<file path="src/rtl/ifetch_ctrl.sv">
// rtl/ifetch_ctrl.sv - instruction-fetch sequencer with a 2-entry decode queue
module ifetch_ctrl #(
   parameter int MEM_DEPTH = 128
) (
   input  logic        clk,
   input  logic        rst,
   input  logic        start,
   output logic [31:0] mem_pc,
   input  logic [31:0] mem_inst,
   output logic        out_valid,
   input  logic        out_ready,
   output logic [31:0] out_inst,
   output logic [31:0] out_pc,
   input  logic        redirect,
   input  logic [31:0] redirect_pc,
   output logic        busy,
   output logic        halted
);
   localparam int            PW      = (MEM_DEPTH > 1) ? $clog2(MEM_DEPTH) : 1;
   localparam logic [PW-1:0] LAST_PC = PW'(MEM_DEPTH - 1);

   typedef enum logic [1:0] {IDLE, RUN, DRAIN, DONE} state_t;

   state_t        state_q, state_d;
   logic [PW-1:0] fetch_pc_q, fetch_pc_d;
   logic [1:0]    count_q, count_d;
   logic [31:0]   inst_q [2];
   logic [31:0]   inst_d [2];
   logic [PW-1:0] epc_q [2];
   logic [PW-1:0] epc_d [2];
   logic          pop;
   logic          slot;

   // State, program counter and queue storage registers
   always_ff @(posedge clk) begin
      if (rst) begin
         state_q    <= IDLE;
         fetch_pc_q <= '0;
         count_q    <= '0;
         inst_q[0]  <= '0;
         inst_q[1]  <= '0;
         epc_q[0]   <= '0;
         epc_q[1]   <= '0;
      end else begin
         state_q    <= state_d;
         fetch_pc_q <= fetch_pc_d;
         count_q    <= count_d;
         inst_q[0]  <= inst_d[0];
         inst_q[1]  <= inst_d[1];
         epc_q[0]   <= epc_d[0];
         epc_q[1]   <= epc_d[1];
      end
   end

   // Sequencing: start, redirect flush, pop-then-push queue update, end of program
   always_comb begin
      state_d    = state_q;
      fetch_pc_d = fetch_pc_q;
      count_d    = count_q;
      inst_d     = inst_q;
      epc_d      = epc_q;
      pop        = (count_q != 2'd0) && out_ready;
      // Queue position the pushed word lands in once any pop has shifted the head out
      slot       = (count_q == 2'd2) || ((count_q == 2'd1) && !pop);
      case (state_q)
         IDLE, DONE: begin
            if (start) begin
               state_d    = RUN;
               fetch_pc_d = '0;
               count_d    = '0;
               inst_d[0]  = '0;
               inst_d[1]  = '0;
               epc_d[0]   = '0;
               epc_d[1]   = '0;
            end
         end
         RUN, DRAIN: begin
            if (redirect) begin
               // Any head handshake this cycle simply completes; everything left is dropped
               state_d    = RUN;
               fetch_pc_d = PW'(redirect_pc % 32'(MEM_DEPTH));
               count_d    = '0;
               inst_d[0]  = '0;
               inst_d[1]  = '0;
               epc_d[0]   = '0;
               epc_d[1]   = '0;
            end else begin
               if (pop) begin
                  inst_d[0] = inst_q[1];
                  epc_d[0]  = epc_q[1];
                  inst_d[1] = '0;
                  epc_d[1]  = '0;
                  count_d   = count_q - 2'd1;
               end
               if ((state_q == RUN) && ((count_q != 2'd2) || pop)) begin
                  inst_d[slot] = mem_inst;
                  epc_d[slot]  = fetch_pc_q;
                  count_d      = count_d + 2'd1;
                  if (fetch_pc_q == LAST_PC) begin
                     state_d = DRAIN;
                  end else begin
                     fetch_pc_d = fetch_pc_q + PW'(1);
                  end
               end
               if ((state_q == DRAIN) && (count_d == 2'd0)) begin
                  state_d = DONE;
               end
            end
         end
         default: state_d = IDLE;
      endcase
   end

   assign mem_pc    = 32'(fetch_pc_q);
   assign out_valid = (count_q != 2'd0);
   assign out_inst  = inst_q[0];
   assign out_pc    = 32'(epc_q[0]);
   assign busy      = (state_q == RUN) || (state_q == DRAIN);
   assign halted    = (state_q == DONE);
endmodule

</file>
<file path="config.mk">
export PLATFORM = sky130hd
export DESIGN_NAME = ifetch_ctrl
export DESIGN_NICKNAME = d
export VERILOG_FILES = /design/src/rtl/ifetch_ctrl.sv
export SDC_FILE = /design/constraint.sdc
export NUM_CORES = 1
export LEC_CHECK = 0
export CAP_MARGIN = 20
export CORE_MARGIN = 1.5
export CORE_UTILIZATION = 47
export DETAILED_ROUTE_END_ITERATION = 8
export PLACE_DENSITY = 0.89
export SYNTH_ARGS = -nofsm -noshare
export SYNTH_HDL_FRONTEND = slang
export SYNTH_SLANG_ARGS = --single-unit
</file>
<file path="constraint.sdc">
create_clock -name clk -period 2.9 [get_ports clk]
set_input_delay 0.435 -clock clk [delete_from_list [all_inputs] [get_ports clk]]
set_output_delay 0.435 -clock clk [all_outputs]
set_load 0.05 [all_outputs]
</file>
==> results.md <==
- # fillers: 950
- Vias in the first global route: 4057
- Xor/xnor share of the synthesized area: 0.686%
- Chip Height: 107 microns
- GR Util met2: 38.0%
- H-tree Lvls: 3
- Largest net degree at the start of global routing: 52
- Post-synthesis simple-gate area fraction: 10.5%
- Worst hold endpoint: fetch_pc_q[0]$_SDFFE_PP0P_
- TritonCTS clock tree: yes
- Placed insts: 720
- Post-synthesis adder-cell area fraction: 1.71%
- Outcome: finished, final reports clean
- Total GRT Usage: 20.9%
- CP bufs+invs: 3
- Met1 Use GR: 23.6%
- Final wirelength: 12.0 mm
- Hold Crit Class: input pin to flop
- Initial core utilization: 49.0%
- Ys async rst share: 0%
- Hold_buf cts: 0
- Register-to-Register Path Depth: 8
- Final Cycle Share: 93.7%
- VDD IR max: 0.332 mV
- Worst Setup Path Type: flop to output port
- Flops & latches, synth: 89
- Layout cells sized above 1: 19.0%
- Routed len/inst: 16.3 microns
- 1st-iter DRT viols: 227
- Layout area overhead: 14.9%
- Clock sink total: 89
- Max frequency: 368 MHz
- GR peak layer: met2
- Via/cell ratio: 5.58
- Reg2reg setup slack: 0.38 ns
- Leak: 2.30 nW
- Pwr Total: 3.55 mW
- Post_cts resized: 0
- Core ar.: 10400 sq um
- Global-route wire length before repair: 19.3 mm
- Register area share after synthesis: 34.9%
- Io pins: 168
- Slew Limit Fails: 0
- Fraction of synthesized area in multiplexers: 17.3%
- Die area: 11500 sq um
- DRC: 0
- IO Port Bufs: 92
- Post-synth cell types: 47
- Initial antenna violation count: 0
- Tmin final: 2.72 ns
- Cell Rows: 37
- Max Cap Viol: 0
- Cell count after synthesis: 560
- ANT nets after route: 0
- Worst R2R Start: state_q[0]$_SDFFE_PP0P_
- Most common cell after layout, fill and taps aside: clkdlybuf4s50_1
- Min-delay src: rst
- Root Driver: clkbuf_8
- Synthesized area: 5110 sq um
- Final Skew: 0.0149 ns
- Crit path cell chain: inv_1 > ha_1 > inv_1 > clkdlybuf4s50_1
- First-pass iteration count of the detailed router: 5
- RSZ-0062 raised after global routing: no
- Final net count: 671
- Num CTS Buffers: 9
- Placement Setup Slack: 0.358 ns
- Placer congestion estimate: 0.815
- Fin cells: 736
- Worst EP arrival: 2.28 ns
- Post-CTS setup buffer count: 0
- CTS max path bufs: 2
- Final setup fails: 0
- Fin Setup TNS: 0 ns
- Most frequent cells in the layout: clkdlybuf4s50_1 (91), nor2_1 (89), dfxtp_1 (89)
- CP Launch Type: flop
- Crit Path Max Fanout: 11
- Grt total ovfl: 0
- CTS clk-pin slew, worst paths: 0.09 ns
- Crit-path most repeated cell: inv_1
- Antenna Cells: 0
- Post-Syn Area per Cell: 9.12 sq um
- Cell family with the largest share of critical-path delay: buffers and inverters
- WHS Path Cells: 2
- Worst path max stage delay: 0.82 ns
- Worst path slowest cell: clkdlybuf4s50_1
- Worst path required time: 2.47 ns
- Met3 Usage GRT: 4.42%
- Die X: 107 microns
- DP Wirelength: 8.08 mm
- Final worst setup slack: 0.183 ns
- Post-synth EDFFs: 0
- Fin. Hold Viols: 0
- Largest family of logic cells by synthesized area: buffers and inverters
- Dominant synthesized flop cell: dfxtp_1
- Worst-skew pair later-pin latency: 0.35 ns
- CP endpoint kind: output port
- Synth Area in Compound Gates: 17.1%
- Vias: 4106
- Power per Cell Area: 604 nW/um^2
- Yosys warning total: 0
- Actual slew at the worst max-slew pin: 1.03 ns
- Max-slew headroom: 31.1%
- Worst r2r dst: inst_q[31]$_SDFFE_PP0P_
==> per-stage QoR <==
step	cell area (sq um)	hold WS, ns	utilization (%)
after floorplan	5290	0.460	-
after global placement	5660	0.473	54.3
after detailed placement	5660	0.483	54.3
after CTS	5870	0.358	56.4
after global routing	5870	0.404	56.4
final	5870	0.389	56.4
==> cells in the mapped netlist, drive strengths merged (2+ instances only) <==
| cell | number | area [sq um] |
|---|---|---|
| a22oi | 79 | 593 |
| nand3 | 3 | 15.0 |
| a221oi | 2 | 17.5 |
| a2bb2oi | 2 | 17.5 |
| buf | 108 | 787 |
| nand2b | 5 | 38.8 |
| inv | 10 | 37.5 |
| nor2 | 91 | 342 |
| ha | 7 | 87.6 |
| a21oi | 11 | 55.1 |
| a211oi | 3 | 27.5 |
| nor3 | 2 | 10.0 |
| clkbuf | 21 | 81.3 |
| o221a | 2 | 22.5 |
| dfxtp | 89 | 1780 |
| o32ai | 2 | 17.5 |
| o21ai | 8 | 40.0 |
| mux2i | 3 | 30.0 |
| nand2 | 8 | 30.0 |
| mux2 | 76 | 856 |
| xnor2 | 3 | 26.3 |
| a21o | 3 | 22.5 |
| o31ai | 3 | 22.5 |
==> per-layer routing <==
layer	routed length, microns	part of all wire, %
met1	4700	39
met4	150	1.3
met2	6340	53
met5	0	0
met3	768	6.4
==> state kept, by name, summed over array words and instances, names as in the netlist <==
name	count
count_q	2
epc_q	7
fetch_pc_q	7
inst_q	32
out_inst	32
out_pc	7
state_q	2
==> final cells by class <==
| class | instances | area, sq um | area share (%) |
|---|---|---|---|
| Clock inverter | 5 | 60.1 | 1.02 |
| Clock buffer | 11 | 151 | 2.58 |
| Tap cell | 136 | 170 | 2.90 |
| Multi-Input combinational cell | 381 | 2640 | 44.9 |
| Sequential cell | 89 | 1780 | 30.3 |
| Inverter | 10 | 37.5 | 0.639 |
| Timing Repair Buffer | 104 | 1030 | 17.6 |
==> power breakdown <==
group	leakage, nW	internal (mW)	switching, mW
clock network	0.106	0.451	0.454
registers	0.718	1.27	0.0541
logic	1.48	0.463	0.860
==> kinds of logic after synthesis <==
kind of cell | count (synthesis)
xor+xnor | 4
mux | 79
flops | 89
other cells | 1
buf+inv | 139
fa+ha+maj | 7
compound gates | 119
simple gates | 122
==> worst max path at each step <==
stage                                  startpoint                    endpoint  slack [ns]  cells after the start
after floorplan           count_q[0]$_SDFFE_PP0P_   out_inst[27]$_SDFFE_PP0P_        0.73                      9
after CTS                 state_q[0]$_SDFFE_PP0P_                        busy        0.17                      4
after global placement                  out_ready  fetch_pc_q[4]$_SDFFE_PP0P_        0.43                      7
final                     state_q[0]$_SDFFE_PP0P_                        busy        0.18                      4
after detailed placement                out_ready    out_inst[7]$_SDFFE_PP0P_        0.36                      7
after global routing      state_q[0]$_SDFFE_PP0P_                        busy        0.09                      4
No activity file was read; power rests on OpenSTA's default activity.
==> edit 1, RTL diff (same flow settings) <==
Encoding of `state_t`: now one-hot (4 bits for 4 states).
--- a/src/rtl/ifetch_ctrl.sv
+++ b/src/rtl/ifetch_ctrl.sv
@@ -20,5 +20,5 @@
    localparam logic [PW-1:0] LAST_PC = PW'(MEM_DEPTH - 1);
 
-   typedef enum logic [1:0] {IDLE, RUN, DRAIN, DONE} state_t;
+   typedef enum logic [3:0] {IDLE = 4'b0001, RUN = 4'b0010, DRAIN = 4'b0100, DONE = 4'b1000} state_t;
 
    state_t        state_q, state_d;
Function: same outputs for any inputs over 4 cycles, from zero or initial values and one cycle with rst high; so few cycles prove little.
==> edit 1 against the unedited design <==
Sequential power is 5% higher. Total power hardly changed. Core utilization is 0.28 points lower. Maximum frequency is 4.7% higher. Clock power is 25% higher. Cell count is 6.7% higher. Routed wire length is 3.2% higher. Non-clock buffer count stayed put. Sequential cell count is 2 higher. Clock skew is 0.0045 ns lower. Area after synthesis is 1.9% lower. Worst setup slack better by 0.12 ns. Design area is 1.4% lower.
==> edit 1: results <==
{
  "worst-path-max-fanout": 10,
  "grt_pass1_wl_mm": 20.0,
  "grtUsageTotal_pct": 21.9,
  "slowest_delay_ns": 0.86,
  "arrival_time_at_the_worst_endpoint_ns": 2.16,
  "grt_pass1_vias": 4204,
  "ys_top_cells_by_count": "nand2_1, buf_4, dfxtp_1",
  "routabilityCongestion": 0.862,
  "p_clk_share_pct": 32.0,
  "routed-wl-met3_um": 849,
  "finalClockSkew_ns": 0.0104,
  "synth.top_cells.by_area": "dfxtp_1, buf_4, nand2_1",
  "drive_gt1_share_pct": 6.32,
  "final_nets": 717,
  "seq_power_share_pct": 39.0,
  "drtIter0Drc": 349,
  "slew_at_the_pin_closest_to_its_max_slew_limit_ns": 0.645,
  "reg2regPathDepth": 7,
  "dp_hpwl_mm": 8.11,
  "share_of_synthesized_area_occupied_by_flip_flops_and_latches_pct": 36.4,
  "placed_cells_incl_taps": 768,
  "place_worst_setup_slack_ns": 0.0182,
  "placed_area_um2": 5490,
  "power.ir.vdd_worst_uv": 272,
  "hold_class": "reg2reg",
  "use_met1_pct": 28.0,
  "synthesis.instances": 616,
  "outcome": "complete, no violations",
  "syn2layout_area_growth_pct": 15.5,
  "power_density_over_the_cells_nw_per_um2": 612,
  "power_switching_w": 0.00127,
  "finalWirelength_mm": 12.3,
  "grtUsageMet3_pct": 3.92,
  "met2_wl_mm": 5.94,
  "fillerInstances": 928
}
-- edit 1: worst paths after layout --
| kind | startpoint | endpoint | slack (ns) |
|---|---|---|---|
| setup / recovery | state_q[3] | halted | 0.30 |
| hold / removal | out_inst[31] | out_inst[31] | 0.48 |
| setup reg to reg | count_q[0] | fetch_pc_q[6] | 0.47 |
| hold reg to reg | out_inst[31] | out_inst[31] | 0.48 |
-- edit 1: logic make-up after synthesis --
group,count (synthesis),synth area share [%]
and+or+nand+nor,205,18.8
AOI/OAI and AO/OA,164,24.0
buffers and inverters,146,18.9
DFF,91,36.4
adders and majority gates,4,0.999
xor gates and xnor gates,4,0.699
other,1,0.0748
muxes,1,0.200
-- edit 1: area by class of cell --
type | count | area share [%]
multi-input cells | 428 | 42.2
flip-flops and latches | 91 | 31.5
repair buffers | 104 | 18.0
well taps | 136 | 2.94
clock buffers | 10 | 2.38
clock inverters | 6 | 2.36
inverters | 10 | 0.648
==> edit 2, RTL diff (same settings) <==
Without the edit above. Change the parameter `MEM_DEPTH` from 128 to 256.
--- a/src/rtl/ifetch_ctrl.sv
+++ b/src/rtl/ifetch_ctrl.sv
@@ -1,5 +1,5 @@
 // rtl/ifetch_ctrl.sv - instruction-fetch sequencer with a 2-entry decode queue
 module ifetch_ctrl #(
-   parameter int MEM_DEPTH = 128
+   parameter int MEM_DEPTH = 256
 ) (
    input  logic        clk,
Function: changed (a bounded check fails within 4 cycles, from zero or initial values and one cycle with rst high).
==> edit 2 against the unedited design <==
Design area is 5.8% higher. Sequential cell count is 3 higher. Combinational power is 3% higher. Routed wire length is 5.5% higher. Area after synthesis is 5.0% higher. Total power is 11% higher. Count of clock-buffer cells in the layout stayed put. Worst setup slack better by 0.0098 ns.
==> edit 2: results <==
{
  "worstReg2RegStart": "count_q[0]",
  "worst_slew_margin_relative_to_its_limit_pct": 34.4,
  "power.ir.vdd_worst_uv": 352,
  "grt_pass1_vias": 4163,
  "final_nets": 685,
  "dp_hpwl_mm": 8.33,
  "arrival_time_at_the_worst_endpoint_ns": 2.96,
  "worst_setup_hold_path_clk_slew_ns": 0.07,
  "grt_start_max_net_pins": 44,
  "synth.lib_cells_used.distinct": 46,
  "synth.top_cells.by_area": "dfxtp_1, buf_4, a22oi_1",
  "ys_top_cells_by_count": "dfxtp_1, nor2_1, buf_4",
  "avgRoutedWirePerCell_um": 16.8,
  "routabilityCongestion": 0.874,
  "outcome": "complete, no violations",
  "placed_area_um2": 5910,
  "grtUsageTotal_pct": 21.2,
  "dr_total_vias": 4108,
  "fillerInstances": 965,
  "grt_pass1_wl_mm": 20.1,
  "total_leakage_power_nw": 2.47,
  "critical_path.top_delay_family": "compound AO/OA/AOI/OAI gates",
  "finalClockSkew_ns": 0.00842,
  "worst-path-max-fanout": 40,
  "count_of_port_buffers_added_during_placement": 95,
  "drive_gt1_share_pct": 17.9
}
edit 2: changes by cell type after synthesis, moves of 4 or more:
| cell | change |
|---|---|
| mux2_2 | -30 |
| nand2_1 | +10 |
| buf_2 | -5 |
| buf_6 | +6 |
| mux2_1 | +4 |
| mux2_4 | +29 |
edit 2: layer usage:
layer | global-route usage, % | share of wire [%]
met1 | 23.9 | 40
met2 | 38.7 | 54
met3 | 5.69 | 5.5
met4 | 6.22 | 0.64
met5 | 0 | 0
edit 2: cells by family (layout without fill, tap and decap cells):
kind of cell               after synthesis  in the layout  synth area share [%]
DFF                                     92             92                  34.3
and+or+nand+nor                        133            133                  10.8
xor gates and xnor gates                 6              6                 0.980
adders and majority gates                7              7                  1.63
AOI/OAI and AO/OA                      116            116                  16.1
other                                    1             48                0.0699
buffers and inverters                  137            131                  17.2
muxes                                   80             80                  18.8
edit 2: final cells by class:
class                      count  area [µm²]  area share (%)
sequential                    92        1840            29.6
clock buffer                  11         233            3.75
clock inverter                 4        75.1            1.21
inverter                      10        37.5           0.604
multi-input combinational    390        2800            45.0
tap                          140         175            2.82
timing repair buffer         106        1050            17.0
edit 2: final timing paths:
check | end | slack [ns] | cells after the start
max | inst_q[13] | 0.19 | 7
min | inst_q[6] | 0.47 | 2
max reg2reg | inst_q[13] | 0.19 | 7
min reg2reg | inst_q[4] | 0.50 | 2
edit 2: report_power, final:
group	switching [W]	internal [W]
logic	0.000895	0.000465
registers	0.0000609	0.00131
clock network	0.000468	0.000751
total	0.00142	0.00253
edit 2: per-stage QoR:
step                      instances  power (W)  util [%]  hold WS, ns  worst slack (ns)
after global routing            753    0.00413      56.6        0.484            0.0284
after global placement          738    0.00272      53.8        0.471             0.246
after detailed placement        738    0.00276      53.8        0.485             0.133
after floorplan                 619    0.00246         -        0.458             0.840
after CTS                       753    0.00399      56.6        0.460             0.184
final                           753    0.00395      56.6        0.472             0.193
edit 2: worst register-to-register path: cells and delay by family, from the launching register on:
family                   cells  cell delay, ns
buffers and inverters        2            0.43
adder cells (fa/ha/maj)      1            0.30
flip-flops                   1            0.36
AO/OA/AOI/OAI                2            1.06
AND/OR/NAND/NOR              2            0.50
